--- config.mk ---
export PLATFORM = sky130hd
export DESIGN_NAME = matmul_mem_arbiter
export DESIGN_NICKNAME = d
export VERILOG_FILES = /design/src/rtl/matmul_mem_pkg.sv /design/src/rtl/matmul_mem_slot.sv /design/src/rtl/matmul_mem_arbiter.sv
export SDC_FILE = /design/constraint.sdc
export NUM_CORES = 1
export LEC_CHECK = 0
export BUFFER_PORTS_ARGS = -buffer_cell sky130_fd_sc_hd__buf_2
export CAP_MARGIN = 25
export CORE_UTILIZATION = 25
export CTS_CLUSTER_SIZE = 8
export DETAILED_ROUTE_END_ITERATION = 8
export GPL_TIMING_DRIVEN = 0
export SYNTH_ARGS = -nofsm -noshare
export SYNTH_HDL_FRONTEND = slang
export SYNTH_HIERARCHICAL = 1
export SYNTH_SLANG_ARGS = --single-unit
export TNS_END_PERCENT = 10
--- constraint.sdc ---
create_clock -name clock -period 3.8 [get_ports clock]
set_input_delay 0.19 -clock clock [delete_from_list [all_inputs] [get_ports clock]]
set_output_delay 0.19 -clock clock [all_outputs]
set_load 0.1 [all_outputs]
--- src/rtl/matmul_mem_pkg.sv ---
// Shared types and defaults for the matmul operand-load arbiter and its per-requester slots.
// The 16-bit stall counter saturation helper lives here so the top keeps only wiring and arbitration.
package matmul_mem_pkg;

  localparam int DATA_W_DEF = 32;
  localparam int ADDR_W_DEF = 4;
  localparam logic [15:0] STALL_MAX = 16'hFFFF;

  typedef enum logic [1:0] {
    IDLE     = 2'd0,
    INFLIGHT = 2'd1,
    HOLD     = 2'd2
  } slot_state_t;

  function automatic logic [15:0] sat_inc16(input logic [15:0] cnt, input logic inc);
    return (inc && (cnt != STALL_MAX)) ? cnt + 16'd1 : cnt;
  endfunction

endpackage

--- src/rtl/matmul_mem_slot.sv ---
// One requester's load tracker: IDLE -> INFLIGHT on grant, capture memory return, HOLD until taken.
// Data valid two cycles after the grant; held stable while data_ready is low.
module matmul_mem_slot
  import matmul_mem_pkg::*;
#(
  parameter int DATA_W = DATA_W_DEF
) (
  input  logic              clock,
  input  logic              reset,
  input  logic              grant,
  input  logic [DATA_W-1:0] mem_rdata,
  input  logic              data_ready,
  output logic              idle,
  output logic [DATA_W-1:0] data,
  output logic              data_valid
);

  slot_state_t state;

  assign idle = (state == IDLE);

  always_ff @(posedge clock) begin
    if (reset) begin
      state      <= IDLE;
      data       <= '0;
      data_valid <= 1'b0;
    end else begin
      case (state)
        IDLE: begin
          if (grant) state <= INFLIGHT;
        end
        INFLIGHT: begin
          data       <= mem_rdata;
          data_valid <= 1'b1;
          state      <= HOLD;
        end
        HOLD: begin
          // data_ready outside HOLD never reaches here, so it is ignored there
          if (data_ready) begin
            data_valid <= 1'b0;
            state      <= IDLE;
          end
        end
        default: begin
          data_valid <= 1'b0;
          state      <= IDLE;
        end
      endcase
    end
  end

endmodule

--- src/rtl/matmul_mem_arbiter.sv ---
// Round-robin arbiter feeding two operand load streams from one single-port memory (A at 0..15, B at 16..31).
// Grant and mem_en are combinational with the address handshake; data valid two cycles later, held under backpressure.
module matmul_mem_arbiter
  import matmul_mem_pkg::*;
#(
  parameter int DATA_W = DATA_W_DEF,
  parameter int ADDR_W = ADDR_W_DEF
) (
  input  logic              clock,
  input  logic              reset,
  input  logic [ADDR_W-1:0] req0_addr,
  input  logic              req0_addr_valid,
  output logic              req0_addr_ready,
  output logic [DATA_W-1:0] req0_data,
  output logic              req0_data_valid,
  input  logic              req0_data_ready,
  input  logic [ADDR_W-1:0] req1_addr,
  input  logic              req1_addr_valid,
  output logic              req1_addr_ready,
  output logic [DATA_W-1:0] req1_data,
  output logic              req1_data_valid,
  input  logic              req1_data_ready,
  output logic              mem_en,
  output logic [ADDR_W:0]   mem_addr,
  input  logic [DATA_W-1:0] mem_rdata,
  output logic [15:0]       stall_count
);

  logic            idle0;
  logic            idle1;
  logic            cand0;
  logic            cand1;
  logic            contend;
  logic            grant0;
  logic            grant1;
  logic            last_grant;
  logic [ADDR_W:0] addr_hold;
  logic [15:0]     stall_cnt;

  assign cand0   = req0_addr_valid & idle0;
  assign cand1   = req1_addr_valid & idle1;
  assign contend = cand0 & cand1;

  // An idle requester is only held off when the other one is contending and owns priority.
  assign req0_addr_ready = ~reset & idle0 & ~(cand1 & ~last_grant);
  assign req1_addr_ready = ~reset & idle1 & ~(cand0 & last_grant);

  assign grant0 = req0_addr_valid & req0_addr_ready;
  assign grant1 = req1_addr_valid & req1_addr_ready;
  assign mem_en = grant0 | grant1;

  always_comb begin
    mem_addr = addr_hold;
    if (reset) begin
      mem_addr = '0;
    end else if (grant0) begin
      mem_addr = {1'b0, req0_addr};
    end else if (grant1) begin
      mem_addr = {1'b1, req1_addr};
    end
  end

  always_ff @(posedge clock) begin
    if (reset) begin
      last_grant <= 1'b1;
      addr_hold  <= '0;
      stall_cnt  <= '0;
    end else begin
      if (mem_en) begin
        last_grant <= grant1;
        addr_hold  <= mem_addr;
      end
      stall_cnt <= sat_inc16(stall_cnt, contend);
    end
  end

  assign stall_count = stall_cnt;

  matmul_mem_slot #(.DATA_W(DATA_W)) u_slot0 (
    .clock      (clock),
    .reset      (reset),
    .grant      (grant0),
    .mem_rdata  (mem_rdata),
    .data_ready (req0_data_ready),
    .idle       (idle0),
    .data       (req0_data),
    .data_valid (req0_data_valid)
  );

  matmul_mem_slot #(.DATA_W(DATA_W)) u_slot1 (
    .clock      (clock),
    .reset      (reset),
    .grant      (grant1),
    .mem_rdata  (mem_rdata),
    .data_ready (req1_data_ready),
    .idle       (idle1),
    .data       (req1_data),
    .data_valid (req1_data_valid)
  );

endmodule

Word-level counts from Yosys, hierarchy flattened
Cells that the tools add are included.

Reductions and logical operators: 7. Multiplexer cells: 13. $add $sub $neg: 1. Bitwise logic cells: 18. Eq/ne operators: 9.

Operators by type and width (number): adder 16 x 1 -> 16 bit, second input constant (1); != test 16 bit, second input constant (1); 2-to-1 mux 5 bit (3); case mux 2 bit (3 select lines) (2); bitwise AND 1 bit (11); 2-to-1 mux 2 bit (4); AND reduction 2 bit (4); NOT 1 bit (6); case mux 1 bit (3 select lines) (2); == test 2 x 1 -> 1 bit, second input constant (2); == test 2 bit, second input constant (2); logical NOT 2 bit (2); != test 2 x 1 -> 1 bit, second input constant (2); != test 2 bit, second input constant (2); 2-to-1 mux 1 bit (2); logical AND 1 bit (1); OR 1 bit (1).

Register bits after elaboration: 92. Output and inout port bits: 90. Input bits: 46. Logic and storage cells: 57.

Longest topological paths before layout
Gate-level depths: netlist of run 1.

Depth after elaboration: 9. Mapped depth: 9. Gate-level depth less buffers: 5.

Hierarchy
The synthesis of run 1 kept the hierarchy.

Modules (own cells, without submodules): matmul_mem_slot (cells an instance 156, area each 1577.8 um2, sequential area each 700.7 um2, times used 2); matmul_mem_arbiter (cells an instance 147, area each 1206.2 um2, sequential area each 440.4 um2, times used 1).

Least setup slack after synthesis of run 1
OpenSTA, ideal clock, no wires.

Path kind: reg-to-output. Start: reg u_slot1.state[0]. End: out mem_addr[4]. Cell stages (with the launch flop): 8. Required time: 3610 ps. Slack: 279 ps. Arrival time: 3331 ps. Cell sequence: dfxtp_1 > buf_2 > buf_6 > nor2_1 > and4_1 > clkbuf_1 > nor2_1 > nor3_1.

Elaborated cells on any way between the ends: 12.

RTL lines: from (decl) (RTL line matmul_mem_slot.sv:18) `slot_state_t state;`; from (signal assigned) (RTL line matmul_mem_slot.sv:24) `state <= IDLE;`; from (signal assigned) (RTL line matmul_mem_slot.sv:30) `if (grant) state <= INFLIGHT;`; from (signal assigned) (RTL line matmul_mem_slot.sv:35) `state <= HOLD;`; logical NOT 2 bit (RTL line matmul_mem_slot.sv:20) `assign idle = (state == IDLE);`; via idle1 (RTL line matmul_mem_arbiter.sv:30) `logic idle1;`; bitwise AND 1 bit (2 in a row) (RTL line matmul_mem_arbiter.sv:46) `assign req1_addr_ready = ~reset & idle1 & ~(cand0 & last_grant);`; bitwise AND 1 bit (RTL line matmul_mem_arbiter.sv:49) `assign grant1 = req1_addr_valid & req1_addr_ready;`; via grant1 (RTL line matmul_mem_arbiter.sv:35) `logic grant1;`; 2-to-1 mux 5 bit (RTL line matmul_mem_arbiter.sv:58) `end else if (grant1) begin`; 2-to-1 mux 5 bit (RTL line matmul_mem_arbiter.sv:56) `end else if (grant0) begin`; 2-to-1 mux 5 bit (RTL line matmul_mem_arbiter.sv:54) `if (reset) begin`; to (decl) (RTL line matmul_mem_arbiter.sv:24) `output logic [ADDR_W:0] mem_addr,`.

The timed path passes the listed nets, and every way through them passes these cells.

Worst setup path after layout of run 1
Start: reg u_slot0.state[1]. End: out mem_addr[0].

Longest elaborated chain between the ends: 9. Elaborated cells on any way between the ends: 12.

Ends and longest elaborated chain: from (decl) (RTL line matmul_mem_slot.sv:18); from (signal assigned) (RTL line matmul_mem_slot.sv:24); from (signal assigned) (RTL line matmul_mem_slot.sv:30); from (signal assigned) (RTL line matmul_mem_slot.sv:35); logical NOT 2 bit (RTL line matmul_mem_slot.sv:20); via idle0 (RTL line matmul_mem_arbiter.sv:29) `logic idle0;`; bitwise AND 1 bit (RTL line matmul_mem_arbiter.sv:40) `assign cand0 = req0_addr_valid & idle0;`; bitwise AND 1 bit (RTL line matmul_mem_arbiter.sv:46); NOT 1 bit (RTL line matmul_mem_arbiter.sv:46); bitwise AND 1 bit (RTL line matmul_mem_arbiter.sv:46); bitwise AND 1 bit (RTL line matmul_mem_arbiter.sv:49); via grant1 (RTL line matmul_mem_arbiter.sv:35); 2-to-1 mux 5 bit (RTL line matmul_mem_arbiter.sv:58); 2-to-1 mux 5 bit (RTL line matmul_mem_arbiter.sv:56); 2-to-1 mux 5 bit (RTL line matmul_mem_arbiter.sv:54).

The timed path passes the listed nets, and every way through them passes these cells.

==> results of run 1 <==
-- per-stage QoR --
step | std cells | power [mW]
floorplan | 459 | 1.42
finish | 830 | 2.37
detailed placement | 814 | 1.53
CTS | 830 | 2.41
global placement | 814 | 1.53
global route | 830 | 2.46
-- cell usage in the layout, fill, tap and decap left out, drive strengths merged, types with 4 or more instances in the layout --
| cell type | count |
|---|---|
| a211oi | 4 |
| a21oi | 6 |
| a22oi | 4 |
| and3 | 5 |
| buf | 157 |
| clkbuf | 34 |
| dfxtp | 92 |
| inv | 5 |
| nand2 | 14 |
| nand2b | 66 |
| nand3 | 6 |
| nand4 | 6 |
| nand4bb | 64 |
| nor2 | 13 |
| nor2b | 8 |
| nor3 | 7 |
| nor4 | 5 |
| o21ai | 77 |
-- metal layers --
metal	routed length [um]	vias to the layer above
li1	-	1984
met1	6150	1813
met2	5820	113
met3	742	9
met4	89	0
met5	0	-
-- sequential cells by signal, summed over array words and instances (netlist names) --
name and count:
u_slot0/data 32, addr_hold 5, last_grant 1, u_slot0/data_valid 1
u_slot1/data 32, u_slot1/data_valid 1, u_slot0/state 2, u_slot1/state 2
stall_count 16
-- report_power, final --
part           internal [mW]  switching, mW
logic                  0.110          0.372
registers              0.999         0.0223
clock network          0.498          0.370
total                   1.61          0.764
-- how the worst max path moves through the flow --
stage / startpoint / end / slack (ns)
floorplan: u_slot1/state[0] / mem_addr[4] / 0.28
global placement: u_slot0/state[1] / mem_addr[0] / 1.08
detailed placement: u_slot0/state[1] / mem_addr[0] / 1.07
CTS: u_slot0/state[1] / mem_addr[0] / 0.67
global route: u_slot0/state[1] / mem_addr[0] / 0.46
finish: u_slot0/state[1] / mem_addr[0] / 0.74
-- area by class of cell --
cell class              count  area share [%]
multi-input cells         321            41.1
flip-flops and latches     92            32.9
repair buffers            135            12.1
clock buffers              15            4.96
well taps                 220            4.92
plain buffers              41            3.56
inverters                   5           0.335
clock inverters             1          0.0894
-- cell families after synthesis --
group                    share of synthesized area, %
AO/OA/AOI/OAI                                    14.8
adder cells (fa/ha/maj)                         0.287
buffers and inverters                            4.99
flip-flops                                       42.2
multiplexers                                    0.516
AND/OR/NAND/NOR                                  37.2
-- worst max-delay path: stages (launching register included) --
cell and delay [ns]:
dfxtp_1 0.43, buf_4 0.24, nor2_1 0.33, nand3_1 0.14
and4_1 0.22, clkbuf_1 0.18, or2_1 0.25, buf_2 0.16
o21ai_1 0.14, buf_2 0.44
==> results_dict.tcl, run 1 <==
set metrics [dict create \
    worst-path-max-fanout 10 \
    antenna_found_initial 0 \
    clk_pin_slew_ns 0.06 \
    grtUsageMet2_pct 23.0 \
    maxSlewViolCount 0 \
    postCtsSetupRepairBufs 0 \
    dp_hpwl_um 9530 \
    maxSlewHeadroom_pct 57.7 \
    max_cap_viol_count 0 \
    initial_core_util_pct 25.9 \
    multi_input_area_um2 2300 \
    cts_made_buffers 9 \
    crit_type "flop to primary output" \
    rrSetupSlack_ns 1.38 \
    cp-start-kind "flop" \
    synth_area_leader_cell "dfxtp_1" \
    r2r_cells 6 \
    fillers 1824 \
    finalCriticalPeriod_ns 3.06 \
    drive_gt1_share_pct 30.2 \
    holdPathStages 3 \
    async_flop_share_pct 0 \
    ctsResizeCount 0 \
    area_growth_pct 28.3 \
    yosysMostFrequentCell "dfxtp_1" \
    finClkSkew_ns 0.0129 \
    die_w_um 134 \
    crit_arrival_ns 2.87 \
    setup_viol 0 \
    syn_nets 506 \
    die_h_um 134 \
    synthTopCellsByArea "dfxtp_1 42%, nand4bb_1 17%, nand2b_1 9.5%" \
    holdWs_ns 0.101 \
    r2r_end "stall_count[12]" \
    place.gp.congestion 0.782 \
    drtAntennaViolNets 0 \
    seqCellArea_um2 1840 \
    power_density_nw_per_um2 424 \
    clk_latency_ns 0.35 \
    ys_top_cells_by_count "92 x dfxtp_1, 72 x o21ai_1, 66 x nand2b_1" \
    synth_edf_count 0 \
    dpl_cell_area_um2 5310 \
    min_to "addr_hold[1]" \
    grt_pass1_vias 3727 \
    drt_iter0_drc 133 \
    worst_pin_slew_ns 0.631 \
    grt_pass1_wl_um 19900 \
    fp.coreArea_um2 16800 \
    portBuffers 135 \
    ys_types 51 \
    hold_start "req0_addr[1]" \
    required_ns 3.61 \
    synthFlopType "dfxtp_1" \
    wl_per_cell_um 15.4 \
    fin_setup_tns_ns 0 \
    cts_tree "built" \
    cts_hold_buf 0 \
    synth_top_area_share_pct 42.2 \
    min_period_over_period_pct 80.4 \
    fmax_mhz 327 \
    r2r_start "u_slot0/state[1]" \
    ys_ff_latch 92 \
    route.detailed.drc 0 \
    antenna_cells 0 \
    io_pins 136 \
    use_met1_pct 18.8 \
    viasPerCell 4.72 \
    num_vias 3919 \
    finalHoldViolations 0 \
    seq_area_frac_synth_pct 42.2 \
    met3_usage_pct 3.97 \
    timing.final.ws_setup_ns 0.744 \
    die_area_um2 18000 \
    nets 652 \
    row_count 47 \
    dp_slack_ns 1.07 \
    drt-total-wl_um 12800 \
    max-vdd-ir-drop_mv 0.209 \
    grt_usage_pct 14.4 \
    cp-end-kind "primary output" \
    min_path_type "input pin to flop" \
    syn_area_um2 4360 \
    rsz0062_at_grt "no" \
    busiest_layer "met2" \
    stdcell_area_um2 5600 \
    synth_warnings 6 \
    cts_sinks 92 \
    drt_first_pass_iters 4 \
    htree_levels 3 \
    grt_max_degree 14 \
    clk_path_buf_depth 2 \
    cts-root-buf "clkbuf_16" \
    leakage_nw 2.26 \
    avgSynthCellArea_um2 9.50 \
    syn_inst 459 \
    utilization_pct 33.3 \
    status "completed" \
    grt_overflow 0 \
]
Note: power is estimated with default switching activity, not from simulation.
==> run 2, diff against run 1 <==
- clock period: 3.8 -> 3.1 ns (I/O delays scaled with it)
==> run 2 against run 1 <==
  * Core utilization grew 0.28 points
  * Combinational power is 24% higher
  * Die area did not move
  * Critical endpoint is now mem_addr[1]
  * Sequential cell count unchanged
  * Via count up 0.64%
  * Clock power grew 35%
  * Largest power group unchanged
  * Power up 27%
  * Design area up 0.83%
  * Highest routed layer unchanged
  * Sequential share of layout area shrank 0.27 points
  * Wire length rose by 1.6%
==> results_dict.tcl, run 2 (synthesized netlist as in run 1, its figures left out) <==
set metrics [dict create \
    die_w_um 134 \
    initial_core_util_pct 25.9 \
    fillers 1803 \
    grt_max_degree 15 \
    p_sw_share_pct 31.7 \
    viasPerCell 4.75 \
    rsz0062_at_grt "no" \
    cts-root-buf "clkbuf_16" \
    stdcell_area_um2 5640 \
    p_comb_share_pct 19.8 \
    worst_pin_slew_ns 0.642 \
    grt_overflow 0 \
    clock_power_share_pct 38.8 \
    drive_gt1_share_pct 30.9 \
    finalCriticalPeriod_ns 2.84 \
    max-vdd-ir-drop_mv 0.253 \
    grt_pass1_vias 3794 \
    clk_pin_slew_ns 0.07 \
    setup_viol 0 \
    fmax_mhz 352 \
    cp-end-kind "primary output" \
    cts_sinks 92 \
    die_h_um 134 \
    cts_made_buffers 9 \
    power.internal_mw 2.06 \
    worst-path-max-fanout 10 \
    io_pins 136 \
    route.detailed.drc 0 \
    wl_per_cell_um 15.7 \
    required_ns 2.94 \
    antenna_found_initial 0 \
    crit_type "flop to primary output" \
    leakage_nw 2.27 \
    postCtsSetupRepairBufs 0 \
    dpl_cell_area_um2 5320 \
    seqPwrFrac_pct 41.4 \
    portBuffers 135 \
    dp_hpwl_um 9500 \
    maxSlewViolCount 0 \
    grt_pass1_wl_um 20400 \
    row_count 47 \
    max_cap_viol_count 0 \
    power_density_nw_per_um2 535 \
    area_growth_pct 29.3 \
    slowest_stage "dfxtp_1" \
    clk_path_buf_depth 2 \
    cp-start-kind "flop" \
    p_sw_mw 0.955 \
    crit_chain "buf_2 -> buf_6 -> nor2_2 -> nand3_1 -> and4_1 -> clkbuf_1 -> or2_1 -> buf_2 -> o21ai_1 -> buf_4" \
    cpMostUsedCell "buf_2" \
    drt_iter0_drc 108 \
    min_period_over_period_pct 91.7 \
    grt_usage_pct 14.8 \
    num_vias 3944 \
    status "completed" \
    fin_setup_tns_ns 0 \
    min_path_type "input pin to flop" \
    maxSlewHeadroom_pct 57.0 \
    htree_levels 3 \
    nets 652 \
    cts_tree "built" \
    die_area_um2 18000 \
    finalHoldViolations 0 \
    crit_arrival_ns 2.69 \
    layout_commonest_cell "buf_2" \
    final_cell_mix "149 x buf_2, 92 x dfxtp_1, 72 x o21ai_1" \
    finClkSkew_ns 0.00523 \
    max_stage_delay_ns 0.31 \
    drt_first_pass_iters 4 \
    drt-total-wl_um 13000 \
    place.gp.congestion 0.809 \
    fp.coreArea_um2 16800 \
    clk_latency_ns 0.35 \
    drtAntennaViolNets 0 \
]
-- run 2: changes by cell type in the layout (fill, tap and decap cells not counted), moves of 2 or more --
cell	before	now
nor2_1	13	11
buf_2	153	149
clkbuf_1	22	20
clkbuf_8	3	0
nor2_2	0	2
bufinv_16	0	2
buf_4	2	6
-- run 2: layout make-up --
class	count	area, um2	share of cell area (%)
timing repair buffer	135	686	12.2
inverter	5	18.8	0.333
antenna	1	2.50	0.0444
sequential	92	1840	32.6
buffer	41	199	3.53
clock inverter	5	77.6	1.38
clock buffer	10	229	4.06
multi-input combinational	321	2310	41.0
tap	220	275	4.88
-- run 2: timing repair --
item | in CTS | in global routing
hold buffers | 0 | 0
resized for setup | 4 | 2
hold endpoints to repair | 0 | 0
endpoints found under the setup margin | 4 | 5
-- run 2: final timing paths --
kind,start,end,slack [ns],cells past startpoint
min reg2reg,u_slot1/data[14],u_slot1/data[14],0.46,2
max reg2reg,u_slot0/state[0],stall_count[12],0.79,7
max,u_slot0/state[0],mem_addr[1],0.26,10
min,req0_addr[2],addr_hold[2],0.06,3
-- run 2: per-stage QoR --
stage / total power, mW / setup slack [ns] / hold slack (ns) / std cells / utilization [%]
2_1_floorplan: 1.74 / -0.292 / 0.308 / 459 / -
3_3_place_gp: 1.87 / 0.335 / 0.415 / 814 / 31.6
3_5_place_dp: 1.87 / 0.345 / 0.413 / 814 / 31.6
4_1_cts: 3.06 / 0.0473 / 0.0352 / 829 / 33.5
5_1_grt: 3.14 / 0.0576 / 0.0726 / 829 / 33.5
6_report: 3.02 / 0.257 / 0.0586 / 830 / 33.5
-- run 2: power groups by stage --
stage                     sequential [mW]  clock [mW]  combinational (mW)
after floorplan                      1.50           0               0.239
after global placement               1.28           0               0.595
after detailed placement             1.28           0               0.596
after CTS                            1.25        1.21               0.601
after global routing                 1.25        1.25               0.629
final                                1.25        1.17               0.598
-- run 2: worst max-delay path: cells and delay by family (launching register included) --
family	cells	cell delay [ns]
simple gates	4	0.82
compound gates	1	0.16
buf+inv	5	1.04
flops	1	0.31
-- run 2: per-layer routing --
metal	vias to the layer above	routed length (um)	GRT usage [%]
met1	1850	6190	19.1
li1	1977	-	-
met4	0	180	5.43
met2	103	6030	24.2
met5	-	0	0
met3	14	603	2.99
==> run 3, diff against run 2 <==
- HOLD_SLACK_MARGIN: not set -> 0.06
- SLEW_MARGIN: not set -> 0
==> run 3 against run 2 <==
  * Die area did not move
  * First-iteration DRC count fell by 2.8%
  * Clock-buffer cell count did not move
  * Register-to-register slack got worse by 0.12 ns
  * Sequential share of layout area fell by 0.31 points
  * Core utilization rose by 0.32 points
  * Hold slack improved by 0.017 ns
  * Fmax rose by 0.77%
  * Clock power barely moved
  * Critical path type unchanged
  * Largest power group unchanged
  * Highest routed layer unchanged
==> results_dict.tcl, run 3 (synthesized netlist as in run 1, its figures left out) <==
set metrics [dict create \
    maxSlewViolCount 0 \
    clk_latency_ns 0.35 \
    cts_made_buffers 9 \
    status "completed" \
    p_sw_mw 0.956 \
    route.detailed.drc 0 \
    row_count 47 \
    max_stage_delay_ns 0.43 \
    die_area_um2 18000 \
    io_pins 136 \
    grt_max_degree 15 \
    holdPathStages 3 \
    drt_iter0_drc 105 \
    stdcell_count 835 \
    r2r_end "addr_hold[2]" \
    fmax_mhz 354 \
    max_cap_viol_count 0 \
    nets 657 \
    p_sw_share_pct 31.6 \
    clk_path_buf_depth 2 \
    r2r_cells 9 \
    grt_pass1_wl_um 20500 \
    max-vdd-ir-drop_mv 0.253 \
    postCtsSetupRepairBufs 0 \
    die_w_um 134 \
    die_h_um 134 \
    clk_pin_slew_ns 0.07 \
    cp_top_family "buffers and inverters" \
    num_vias 4008 \
    leakage_nw 2.29 \
    timing.final.ws_setup_ns 0.279 \
    finalCriticalPeriod_ns 2.82 \
    cp-start-kind "flop" \
    grt_overflow 0 \
    grt_pass1_vias 3819 \
    holdWs_ns 0.0755 \
    cp-end-kind "primary output" \
    portBuffers 135 \
    drtAntennaViolNets 0 \
    worst_pin_slew_ns 0.630 \
    wl_per_cell_um 15.6 \
    slowest_stage "dfxtp_1" \
    maxSlewHeadroom_pct 57.8 \
    cts_tree "built" \
    grt_usage_pct 14.8 \
    dpl.cell_count 814 \
    setup_viol 0 \
    hold_start "req1_addr[0]" \
    layout_commonest_cell "buf_2" \
    startpoint "u_slot1/state[1]" \
    min_path_type "input pin to flop" \
    fin_setup_tns_ns 0 \
    drt_first_pass_iters 4 \
    dp_hpwl_um 9500 \
    cts_sinks 92 \
    power_mw 3.02 \
    place.gp.congestion 0.809 \
    required_ns 2.94 \
    antenna_found_initial 0 \
    crit_buf_inv 4 \
    final_cell_mix "149 x buf_2, 92 x dfxtp_1, 72 x o21ai_1" \
    cts-root-buf "clkbuf_16" \
    finalHoldViolations 0 \
    drive_gt1_share_pct 30.6 \
    utilization_pct 33.9 \
    drt-total-wl_um 13100 \
    rrSetupSlack_ns 0.67 \
    area_growth_pct 30.6 \
    cpMostUsedCell "buf_4" \
    r2r_start "u_slot0/state[0]" \
    finClkSkew_ns 0.00421 \
    htree_levels 3 \
    viasPerCell 4.80 \
    crit_arrival_ns 2.67 \
    min_to "addr_hold[0]" \
    power_density_nw_per_um2 531 \
    stdcell_area_um2 5700 \
    p_comb_share_pct 20.0 \
    worst-path-max-fanout 10 \
    power.internal_mw 2.07 \
    crit_type "flop to primary output" \
    min_period_over_period_pct 91.0 \
    seqPwrFrac_pct 41.3 \
    crit_chain "buf_4 -> nor2_2 -> nand2_1 -> o2111a_1 -> clkbuf_1 -> or2_1 -> buf_2 -> o21ai_1 -> buf_4" \
    initial_core_util_pct 25.9 \
    dpl_cell_area_um2 5320 \
    dp_slack_ns 0.345 \
    clock_power_share_pct 38.7 \
    rsz0062_at_grt "no" \
    fp.coreArea_um2 16800 \
]
run 3: changes by cell type in the layout (fill, tap and decap cells not counted):
cell | before | now
dlygate4sd3_1 | 0 | 5
buf_4 | 6 | 5
buf_6 | 2 | 3
run 3: worst register-to-register path: stages, from the launching register on:
cell	delay, ns
dfxtp_1	0.31
buf_2	0.20
buf_6	0.17
nor2_2	0.22
nand3_1	0.13
and4_1	0.21
clkbuf_1	0.20
a22oi_1	0.24
dlygate4sd3_1	0.58
o21ai_1	0.06
run 3: how the worst max path moves through the flow:
| stage | end | slack, ns | cells after the start |
|---|---|---|---|
| finish | mem_addr[3] | 0.28 | 9 |
| detailed placement | mem_addr[1] | 0.34 | 9 |
| global placement | mem_addr[1] | 0.34 | 9 |
| CTS | mem_addr[1] | 0.05 | 9 |
| floorplan | mem_addr[0] | -0.29 | 9 |
| global route | mem_addr[0] | 0.05 | 9 |
run 3: power groups by stage:
| stage | clock [mW] | sequential [mW] | combinational (mW) |
|---|---|---|---|
| 3_5_place_dp | 0 | 1.28 | 0.596 |
| 5_1_grt | 1.25 | 1.25 | 0.637 |
| 4_1_cts | 1.21 | 1.25 | 0.607 |
| 6_report | 1.17 | 1.25 | 0.605 |
| 2_1_floorplan | 0 | 1.50 | 0.239 |
| 3_3_place_gp | 0 | 1.28 | 0.595 |
run 3: area by class of cell:
class | count | area, um2
Clock buffer | 10 | 229
Multi-Input combinational cell | 321 | 2310
Clock inverter | 5 | 77.6
Antenna cell | 1 | 2.50
Sequential cell | 92 | 1840
Fill cell | 1790 | 11100
Timing Repair Buffer | 140 | 739
Tap cell | 220 | 275
Buffer | 41 | 199
Inverter | 5 | 18.8
run 3: repair_timing:
action                                  4_1_cts  5_1_grt
endpoints found under the hold margin         3        0
endpoints found under the setup margin        4        5
hold buffers                                  5        0
resized for setup                             4        3
run 3: layer usage:
| layer | track usage [%] | up-vias | routed length (um) |
|---|---|---|---|
| met5 | 0 | - | 0 |
| met4 | 5.43 | 0 | 180 |
| met3 | 2.99 | 14 | 576 |
| met2 | 24.5 | 112 | 6050 |
| li1 | - | 1990 | - |
| met1 | 19.1 | 1892 | 6250 |
